File: src/rtl/logic_unit_pkg.sv
// Shared encodings for the registered logic unit: operation select and output buffer state.
package logic_unit_pkg;

  localparam logic [2:0] OP_NOT  = 3'b000;
  localparam logic [2:0] OP_AND  = 3'b001;
  localparam logic [2:0] OP_OR   = 3'b010;
  localparam logic [2:0] OP_XOR  = 3'b011;
  localparam logic [2:0] OP_NAND = 3'b100;
  localparam logic [2:0] OP_NOR  = 3'b101;
  localparam logic [2:0] OP_XNOR = 3'b110;
  localparam logic [2:0] OP_PASS = 3'b111;

  typedef enum logic [1:0] {
    ST_EMPTY = 2'b00,
    ST_ONE   = 2'b01,
    ST_TWO   = 2'b10
  } state_e;

endpackage

File: src/rtl/bitwise_op.sv
// Combinational WIDTH-bit bitwise operation decoder with Hack-style zero/negative flags.
module bitwise_op
  import logic_unit_pkg::*;
#(
  parameter int unsigned WIDTH = 16
) (
  input  logic [WIDTH-1:0] a,
  input  logic [WIDTH-1:0] b,
  input  logic [2:0]       op,
  output logic [WIDTH-1:0] result,
  output logic             zr,
  output logic             ng
);

  always_comb begin
    result = a;
    unique case (op)
      OP_NOT:  result = ~a;
      OP_AND:  result = a & b;
      OP_OR:   result = a | b;
      OP_XOR:  result = a ^ b;
      OP_NAND: result = ~(a & b);
      OP_NOR:  result = ~(a | b);
      OP_XNOR: result = ~(a ^ b);
      OP_PASS: result = a;
      default: result = a;
    endcase
  end

  assign zr = (result == '0);
  assign ng = result[WIDTH-1];

endmodule

File: src/rtl/logic_unit_pipe.sv
// Registered bitwise logic unit with accumulator operand and a 2-entry output buffer
// so writeback stalls never drop a result.
module logic_unit_pipe
  import logic_unit_pkg::*;
#(
  parameter int unsigned     WIDTH    = 16,
  parameter logic [WIDTH-1:0] ACC_INIT = '0
) (
  input  logic             clock,
  input  logic             reset_n,
  input  logic             in_valid,
  output logic             in_ready,
  input  logic [WIDTH-1:0] a,
  input  logic [WIDTH-1:0] b,
  input  logic [2:0]       op,
  input  logic             use_acc,
  input  logic             clr_acc,
  output logic             out_valid,
  input  logic             out_ready,
  output logic [WIDTH-1:0] out,
  output logic             zr,
  output logic             ng,
  output logic [WIDTH-1:0] acc
);

  state_e           r_state;
  logic             r_in_ready;
  logic             r_out_valid;
  logic [WIDTH-1:0] r_out;
  logic             r_zr;
  logic             r_ng;
  logic [WIDTH-1:0] r_sec;
  logic             r_sec_zr;
  logic             r_sec_ng;
  logic [WIDTH-1:0] r_acc;

  logic [WIDTH-1:0] w_a_eff;
  logic [WIDTH-1:0] w_res;
  logic             w_zr;
  logic             w_ng;
  logic             w_accept;
  logic             w_pop;

  // A clear requested alongside an accumulator op zeroes the operand before use.
  assign w_a_eff  = use_acc ? (clr_acc ? '0 : r_acc) : a;
  assign w_accept = in_valid & r_in_ready;
  assign w_pop    = r_out_valid & out_ready;

  bitwise_op #(
    .WIDTH (WIDTH)
  ) u_bitwise_op (
    .a      (w_a_eff),
    .b      (b),
    .op     (op),
    .result (w_res),
    .zr     (w_zr),
    .ng     (w_ng)
  );

  always_ff @(posedge clock or negedge reset_n) begin
    if (!reset_n) begin
      r_state     <= ST_EMPTY;
      r_in_ready  <= 1'b1;
      r_out_valid <= 1'b0;
      r_out       <= '0;
      r_zr        <= 1'b1;
      r_ng        <= 1'b0;
      r_sec       <= '0;
      r_sec_zr    <= 1'b1;
      r_sec_ng    <= 1'b0;
    end else begin
      unique case (r_state)
        ST_EMPTY: begin
          if (w_accept) begin
            r_out       <= w_res;
            r_zr        <= w_zr;
            r_ng        <= w_ng;
            r_state     <= ST_ONE;
            r_out_valid <= 1'b1;
          end
        end
        ST_ONE: begin
          if (w_accept && w_pop) begin
            r_out <= w_res;
            r_zr  <= w_zr;
            r_ng  <= w_ng;
          end else if (w_accept) begin
            r_sec      <= w_res;
            r_sec_zr   <= w_zr;
            r_sec_ng   <= w_ng;
            r_state    <= ST_TWO;
            r_in_ready <= 1'b0;
          end else if (w_pop) begin
            r_state     <= ST_EMPTY;
            r_out_valid <= 1'b0;
          end
        end
        ST_TWO: begin
          if (w_pop) begin
            r_out      <= r_sec;
            r_zr       <= r_sec_zr;
            r_ng       <= r_sec_ng;
            r_state    <= ST_ONE;
            r_in_ready <= 1'b1;
          end
        end
        default: begin
          r_state     <= ST_EMPTY;
          r_in_ready  <= 1'b1;
          r_out_valid <= 1'b0;
        end
      endcase
    end
  end

  // An accepted accumulator op takes priority over a plain clear.
  always_ff @(posedge clock or negedge reset_n) begin
    if (!reset_n) begin
      r_acc <= ACC_INIT;
    end else if (w_accept && use_acc) begin
      r_acc <= w_res;
    end else if (clr_acc) begin
      r_acc <= '0;
    end
  end

  assign in_ready  = r_in_ready;
  assign out_valid = r_out_valid;
  assign out       = r_out;
  assign zr        = r_zr;
  assign ng        = r_ng;
  assign acc       = r_acc;

endmodule

File: config.mk
export PLATFORM = sky130hd
export DESIGN_NAME = logic_unit_pipe
export DESIGN_NICKNAME = d
export VERILOG_FILES = /design/src/rtl/logic_unit_pkg.sv /design/src/rtl/bitwise_op.sv /design/src/rtl/logic_unit_pipe.sv
export SDC_FILE = /design/constraint.sdc
export NUM_CORES = 1
export LEC_CHECK = 0
export ABC_CLOCK_PERIOD_IN_PS = 4500
export CAP_MARGIN = 20
export CORE_ASPECT_RATIO = 1.1
export CORE_MARGIN = 2
export CORE_UTILIZATION = 35
export DETAILED_ROUTE_END_ITERATION = 6
export GPL_TIMING_DRIVEN = 0
export PLACE_DENSITY = 0.64
export SYNTH_ARGS = -nofsm -noshare
export SYNTH_HDL_FRONTEND = slang
export SYNTH_HIERARCHICAL = 1
export SYNTH_SLANG_ARGS = --single-unit
File: constraint.sdc
create_clock -name clock -period 4.5 [get_ports clock]
set_input_delay 0.9 -clock clock [delete_from_list [all_inputs] [get_ports clock]]
set_output_delay 0.9 -clock clock [all_outputs]
set_load 0.05 [all_outputs]
# ---- Word level (Yosys, flattened, before mapping)
# Index checks and enable logic that the tools add are counted.
# Widths: inputs -> output; s select.
dict set report totals {
  regBits 56
  input_bits 41
  out_inout_bits 36
  elab_cells 81
}
dict set report op_classes {
  eq_ne 17
  muxes 31
  bitwise 12
  reduce_logical 11
}
# op count
set op_table {}
lappend op_table {{$pmux 16 s8} 1}
lappend op_table {{$mux 16} 6}
lappend op_table {{$not 16->16} 4}
lappend op_table {{$pmux 16 s3} 1}
lappend op_table {{$and 16x16->16} 1}
lappend op_table {{$logic_not 16->1} 1}
lappend op_table {{$or 16x16->16} 1}
lappend op_table {{$xor 16x16->16} 1}
lappend op_table {{$ne 2x2->1 const B} 7}
lappend op_table {{$mux 1} 13}
lappend op_table {{$eq 3x3->1 const B} 4}
lappend op_table {{$pmux 1 s3} 4}
lappend op_table {{$reduce_and 4->1} 3}
lappend op_table {{$mux 2} 5}
lappend op_table {{$eq 3x2->1 const B} 2}
lappend op_table {{$pmux 2 s3} 1}
lappend op_table {{$reduce_and 5->1} 1}
lappend op_table {{$eq 3x1->1 const B} 1}
lappend op_table {{$logic_not 3->1} 1}
lappend op_table {{$ne 3x3->1 const B} 1}
lappend op_table {{$not 1->1} 3}
lappend op_table {{$reduce_and 3->1} 1}
lappend op_table {{$reduce_bool 3->1} 1}
lappend op_table {{$and 1x1->1} 2}
lappend op_table {{other kinds (4)} 5}

# ---- Depth between registers and ports, before layout
dict set report depth {
  depth_word 8
  ltp_mapped 14
  mapped_depth_nobuf 13
}

# ---- Modules after synthesis
# Netlist, hierarchy kept.
# mod n_inst cells_each area_each_um2 seq_area_each_um2
set by_module_without_submodules {}
lappend by_module_without_submodules {logic_unit_pipe 1 223 2753.9 1405.1}
lappend by_module_without_submodules {bitwise_op 1 275 1785.5 0.0}

# ---- Worst setup path before layout
# OpenSTA, ideal clock, no wires.
dict set report synth_timing {
  path_kind {input to register}
  startpoint {in use_acc}
  endpoint {reg r_zr, in the netlist zr}
  setup_time_ns 0.082
  arrival_ns 3.432
  t_required_ns 4.418
  path_slack_ns 0.986
  stages 14
  path_buffers 2
  cell_sequence {buf_2 buf_2 mux2i_1 inv_1 ha_1 inv_1 o221ai_1 o221a_1 a31oi_1 a2111oi_2 nand3_1 nor4_2 mux2_2 mux2_2}
}
dict set report synth_between {
  elab_chain_len 7
  word_cells_on_any_way 13
  classes_between {5 x mux; 7 x bitwise; 1 x reduce/logical}
}
# item line_no
set synth_lines {}
lappend synth_lines {{start: declaration} logic_unit_pipe.sv:16} ;# input logic use_acc,
lappend synth_lines {{$mux 16 *} logic_unit_pipe.sv:45} ;# assign w_a_eff = use_acc ? (clr_acc ? '0 : r_acc) : a;
lappend synth_lines {{net w_a_eff[8]} logic_unit_pipe.sv:37} ;# logic [WIDTH-1:0] w_a_eff;
lappend synth_lines {{$xor 16x16->16, or another cell as far along} {bitwise_op.sv:21, bitwise_op.sv:24}}
lappend synth_lines {{$not 16->16, on equally long branches} {bitwise_op.sv:24, bitwise_op.sv:22, bitwise_op.sv:23}}
lappend synth_lines {{$pmux 16 s8 *} bitwise_op.sv:17} ;# unique case (op)
lappend synth_lines {{net w_res[8]} logic_unit_pipe.sv:38} ;# logic [WIDTH-1:0] w_res;
lappend synth_lines {{$logic_not 16->1 *} bitwise_op.sv:30} ;# assign zr = (result == '0);
lappend synth_lines {{net w_zr} logic_unit_pipe.sv:39} ;# logic w_zr;
lappend synth_lines {{$mux 1, on equally long branches} {logic_unit_pipe.sv:83, logic_unit_pipe.sv:74}}
lappend synth_lines {{$pmux 1 s3 *} logic_unit_pipe.sv:72} ;# unique case (r_state)
lappend synth_lines {{end signal: assignment} logic_unit_pipe.sv:76} ;# r_zr <= w_zr;
lappend synth_lines {{end signal: assignment} logic_unit_pipe.sv:85} ;# r_zr <= w_zr;
lappend synth_lines {{end signal: assignment} logic_unit_pipe.sv:101} ;# r_zr <= r_sec_zr;
lappend synth_lines {{end: declaration} logic_unit_pipe.sv:30} ;# logic r_zr;
# The timed path passes the listed nets; every way through them passes the cells marked *. The select of a mux whose other input is x is not followed.
# A chain may end at the register's enable or synchronous reset.

# ---- Worst setup path in the final report
dict set report layout_timing {
  startpoint {in clr_acc}
  endpoint {reg r_zr, in the netlist zr}
}
dict set report layout_between {
  elab_chain_len 8
  word_cells_on_any_way 14
  classes_between {6 x mux; 7 x bitwise; 1 x reduce/logical}
}
# item line_no
set layout_lines {}
lappend layout_lines {{start: declaration} logic_unit_pipe.sv:17} ;# input logic clr_acc,
lappend layout_lines {{$mux 16 *} n/a}
lappend layout_lines {{$mux 16 *} logic_unit_pipe.sv:45}
lappend layout_lines {{net w_a_eff[13]} logic_unit_pipe.sv:37}
lappend layout_lines {{$xor 16x16->16, or another cell as far along} {bitwise_op.sv:21, bitwise_op.sv:24}}
lappend layout_lines {{$not 16->16, on equally long branches} {bitwise_op.sv:24, bitwise_op.sv:22, bitwise_op.sv:23}}
lappend layout_lines {{$pmux 16 s8 *} bitwise_op.sv:17}
lappend layout_lines {{net w_res[13]} logic_unit_pipe.sv:38}
lappend layout_lines {{$logic_not 16->1 *} bitwise_op.sv:30}
lappend layout_lines {{net w_zr} logic_unit_pipe.sv:39}
lappend layout_lines {{$mux 1, on equally long branches} {logic_unit_pipe.sv:83, logic_unit_pipe.sv:74}}
lappend layout_lines {{$pmux 1 s3 *} logic_unit_pipe.sv:72}
# Marks and branches as above.

==> flow_summary.json <==
{
  "route.detailed.drc": 0,
  "routed_wl_um": 12900,
  "layout_commonest_cell": "clkdlybuf4s50_1",
  "ys_top_cells_by_area": "dfrtp_1 29%, mux2_2 10%, ha_1 8.8%",
  "holdPathStages": 1,
  "grt_pass1_vias": 4190,
  "worst_pin_slew_ns": 0.934,
  "dp_hpwl_um": 10000,
  "cts_tree": "done",
  "placed_area_um2": 5490,
  "finalHoldViolations": 0,
  "routabilityCongestion": 0.955,
  "dieArea_um2": 13900,
  "grt.total_usage_pct": 18.6,
  "synth_seq_cells": 56,
  "crit_path_cell_trace": "clkdlybuf4s50_1, clkbuf_1, nand2b_1, mux2i_1, inv_1, ha_1, mux2i_1, o2111ai_1, o21ai_0, nor4_1, nand3_1, nor4_2, mux2_2, mux2_2",
  "syn_inst": 498,
  "seq_area_um2": 1410,
  "setup_tns_ns": 0,
  "diodes": 0,
  "initial_utilization_pct": 35.9,
  "hold_start": "r_sec[3]$_DFFE_PN0P_",
  "antenna_found_initial": 0,
  "finalClockSkew_ns": 0.00778,
  "busiest_layer": "met2",
  "worstSetupStartpointType": "input port",
  "wire_per_inst_um": 17.4,
  "ir_drop_v": 0.000389,
  "worstPathArrival_ns": 4.52,
  "yosysSeqAreaShare_pct": 31.0,
  "die_h_um": 123,
  "r2r_cells": 12,
  "final_cell_mix": "73 x clkdlybuf4s50_1, 56 x inv_1, 53 x dfrtp_1",
  "setup_viol": 0,
  "drive_gt1_share_pct": 17.9,
  "p_seq_share_pct": 32.7,
  "switching_power_mw": 1.01,
  "core_area_um2": 12600,
  "use_met2_pct": 31.7,
  "fmax_ghz": 0.233,
  "cp_top_family": "simple AND/OR/NAND/NOR gates",
  "crit_required_ns": 4.74,
  "grt_max_degree": 33,
  "design_area_um2": 5640,
  "synth_ff_type": "dfrtp_1",
  "status": "finished clean",
  "r2r_end": "zr$_DFFE_PN1P_",
  "synth_top_cell_area_share_pct": 29.2,
  "cts_setup_buffers": 0,
  "insertion_delay_ns": 0.30,
  "worstPathMaxFanout": 10,
  "grtUsageMet1_pct": 24.1,
  "rows": 43,
  "dr.first_iter.drc_count": 183,
  "die_w_um": 113,
  "endpoint_kind": "register",
  "yosys_warnings": 6,
  "nNetsFinal": 653,
  "pin_count": 77,
  "cts_sinks": 56,
  "slew-limit-headroom_pct": 37.0,
  "port_buffers": 74,
  "fillers": 1231,
  "first_pass_iters": 5,
  "cts_root_buf": "clkbuf_16",
  "multi_input_area_um2": 2690,
  "synth_fp_nets": 571,
  "pwr-share-comb_pct": 51.6,
  "critPathMaxStageDelay_ns": 0.51,
  "async_flop_share_pct": 100,
  "slew_viol_final": 0,
  "htree_levels": 2,
  "synth_cell_type_count": 61,
  "ant_nets": 0,
  "critPathKind": "input port to register",
  "swShare_pct": 41.4,
  "synth_edf_count": 0,
  "synth_top_area_cell": "dfrtp_1",
  "crit_slowest_cell": "clkdlybuf4s50_1",
  "synth.cell_area_um2": 4540,
  "fin_crit_sh_pct": 95.2,
  "min_period_ns": 4.29,
  "clockBufferDepth": 2,
  "finish.utilization_pct": 44.6,
  "power.leakage_nw": 2.47,
  "via_per_inst": 5.47,
  "rrSetupSlack_ns": 1.36,
  "hold_end": "r_sec[3]$_DFFE_PN0P_",
  "p_int_mw": 1.43,
  "cp_num_buf_inv": 3,
  "vias": 4037,
  "clock_power_share_pct": 15.6,
  "cts_inserted_buffers": 5,
  "power.density_nw_per_um2": 432,
  "gr-total-overflow": 0,
  "avgSynthCellArea_um2": 9.12,
  "rsz0062_at_grt": "false",
  "clk_pin_slew_ns": 0.07,
  "hold_path.class": "register to register",
  "timing.rr.start": "acc[13]$_DFF_PN0_",
  "area_delta_synth_final_pct": 24.2,
  "grt_pass1_wl_um": 20700,
  "cap_violations": 0,
  "met3_usage_pct": 2.94
}
[flip-flops by register name (all words and copies together), names as in the netlist]
| register | cells |
|---|---|
| acc | 16 |
| out | 16 |
| r_sec | 16 |
| r_state | 2 |
| in_ready | 1 |
| ng | 1 |
| out_valid | 1 |
| r_sec_ng | 1 |
| r_sec_zr | 1 |
| zr | 1 |
[synth_stat cells (all sizes together) (3+ instances only)]
cell / count
nor2: 23
a21oi: 20
a22oi: 4
nand2: 49
nand3: 10
mux2: 54
a31oi: 6
mux2i: 22
o22ai: 7
ha: 32
o21ai: 39
o211ai: 11
dfstp: 3
inv: 59
o221a: 3
buf: 26
o2111ai: 3
dfrtp: 53
o22a: 5
nand2b: 19
clkbuf: 9
nor2b: 4
nor4: 3
o221ai: 7
[metal layers]
| layer | vias up | part of all wire (%) |
|---|---|---|
| li1 | 1914 | - |
| met1 | 1965 | 43 |
| met2 | 143 | 50 |
| met3 | 15 | 6.0 |
| met4 | 0 | 1.3 |
| met5 | - | 0 |
[area by class of cell]
type	count	area share (%)
clock buffer	7	2.35
inverter	59	3.93
buffer	35	4.06
tap	157	3.49
multi-input combinational	348	47.7
timing repair buffer	75	13.4
sequential	56	24.9
clock inverter	1	0.0888
[kinds of logic after synthesis]
group	count (synthesis)	synth area share [%]
DFF	56	31.0
adders and majority gates	32	8.82
buffers and inverters	94	9.92
AOI/OAI and AO/OA	124	18.9
muxes	77	19.6
and+or+nand+nor	114	11.7
xor gates and xnor gates	1	0.193
[what timing repair did]
| item | 4_1_cts | 5_1_grt |
|---|---|---|
| setup endpoints to repair | 0 | 1 |
| hold buffers | 0 | 0 |
| gates resized for setup | 0 | 2 |
[how the worst max path moves through the flow]
stage / startpoint / endpoint / slack (ns) / cells past startpoint
6_report: clr_acc / zr$_DFFE_PN1P_ / 0.21 / 14
4_1_cts: clr_acc / zr$_DFFE_PN1P_ / 0.18 / 15
3_3_place_gp: clr_acc / zr$_DFFE_PN1P_ / -0.04 / 14
2_1_floorplan: use_acc / zr$_DFFE_PN1P_ / 0.99 / 14
3_5_place_dp: clr_acc / zr$_DFFE_PN1P_ / -0.13 / 15
5_1_grt: clr_acc / zr$_DFFE_PN1P_ / 0.01 / 14
[power groups by stage]
stage               sequential [mW]  combinational, mW  clock (mW)
finish                        0.797               1.26       0.380
global route                  0.821               1.34       0.412
CTS                           0.798               1.26       0.389
detailed placement            0.804               1.25           0
global placement              0.796               1.23           0
floorplan                      1.14              0.518           0
[metrics by stage]
stage / cells / setup slack (ns) / total power, mW / hold WS [ns]
after global placement: 729 / -0.0357 / 2.03 / 0.464
after CTS: 738 / 0.176 / 2.45 / 0.490
final: 738 / 0.214 / 2.43 / 0.487
after detailed placement: 730 / -0.126 / 2.06 / 0.473
after global routing: 738 / 0.0132 / 2.57 / 0.514
after floorplan: 498 / 0.986 / 1.66 / 0.452
No activity file was read; power rests on OpenSTA's default activity.
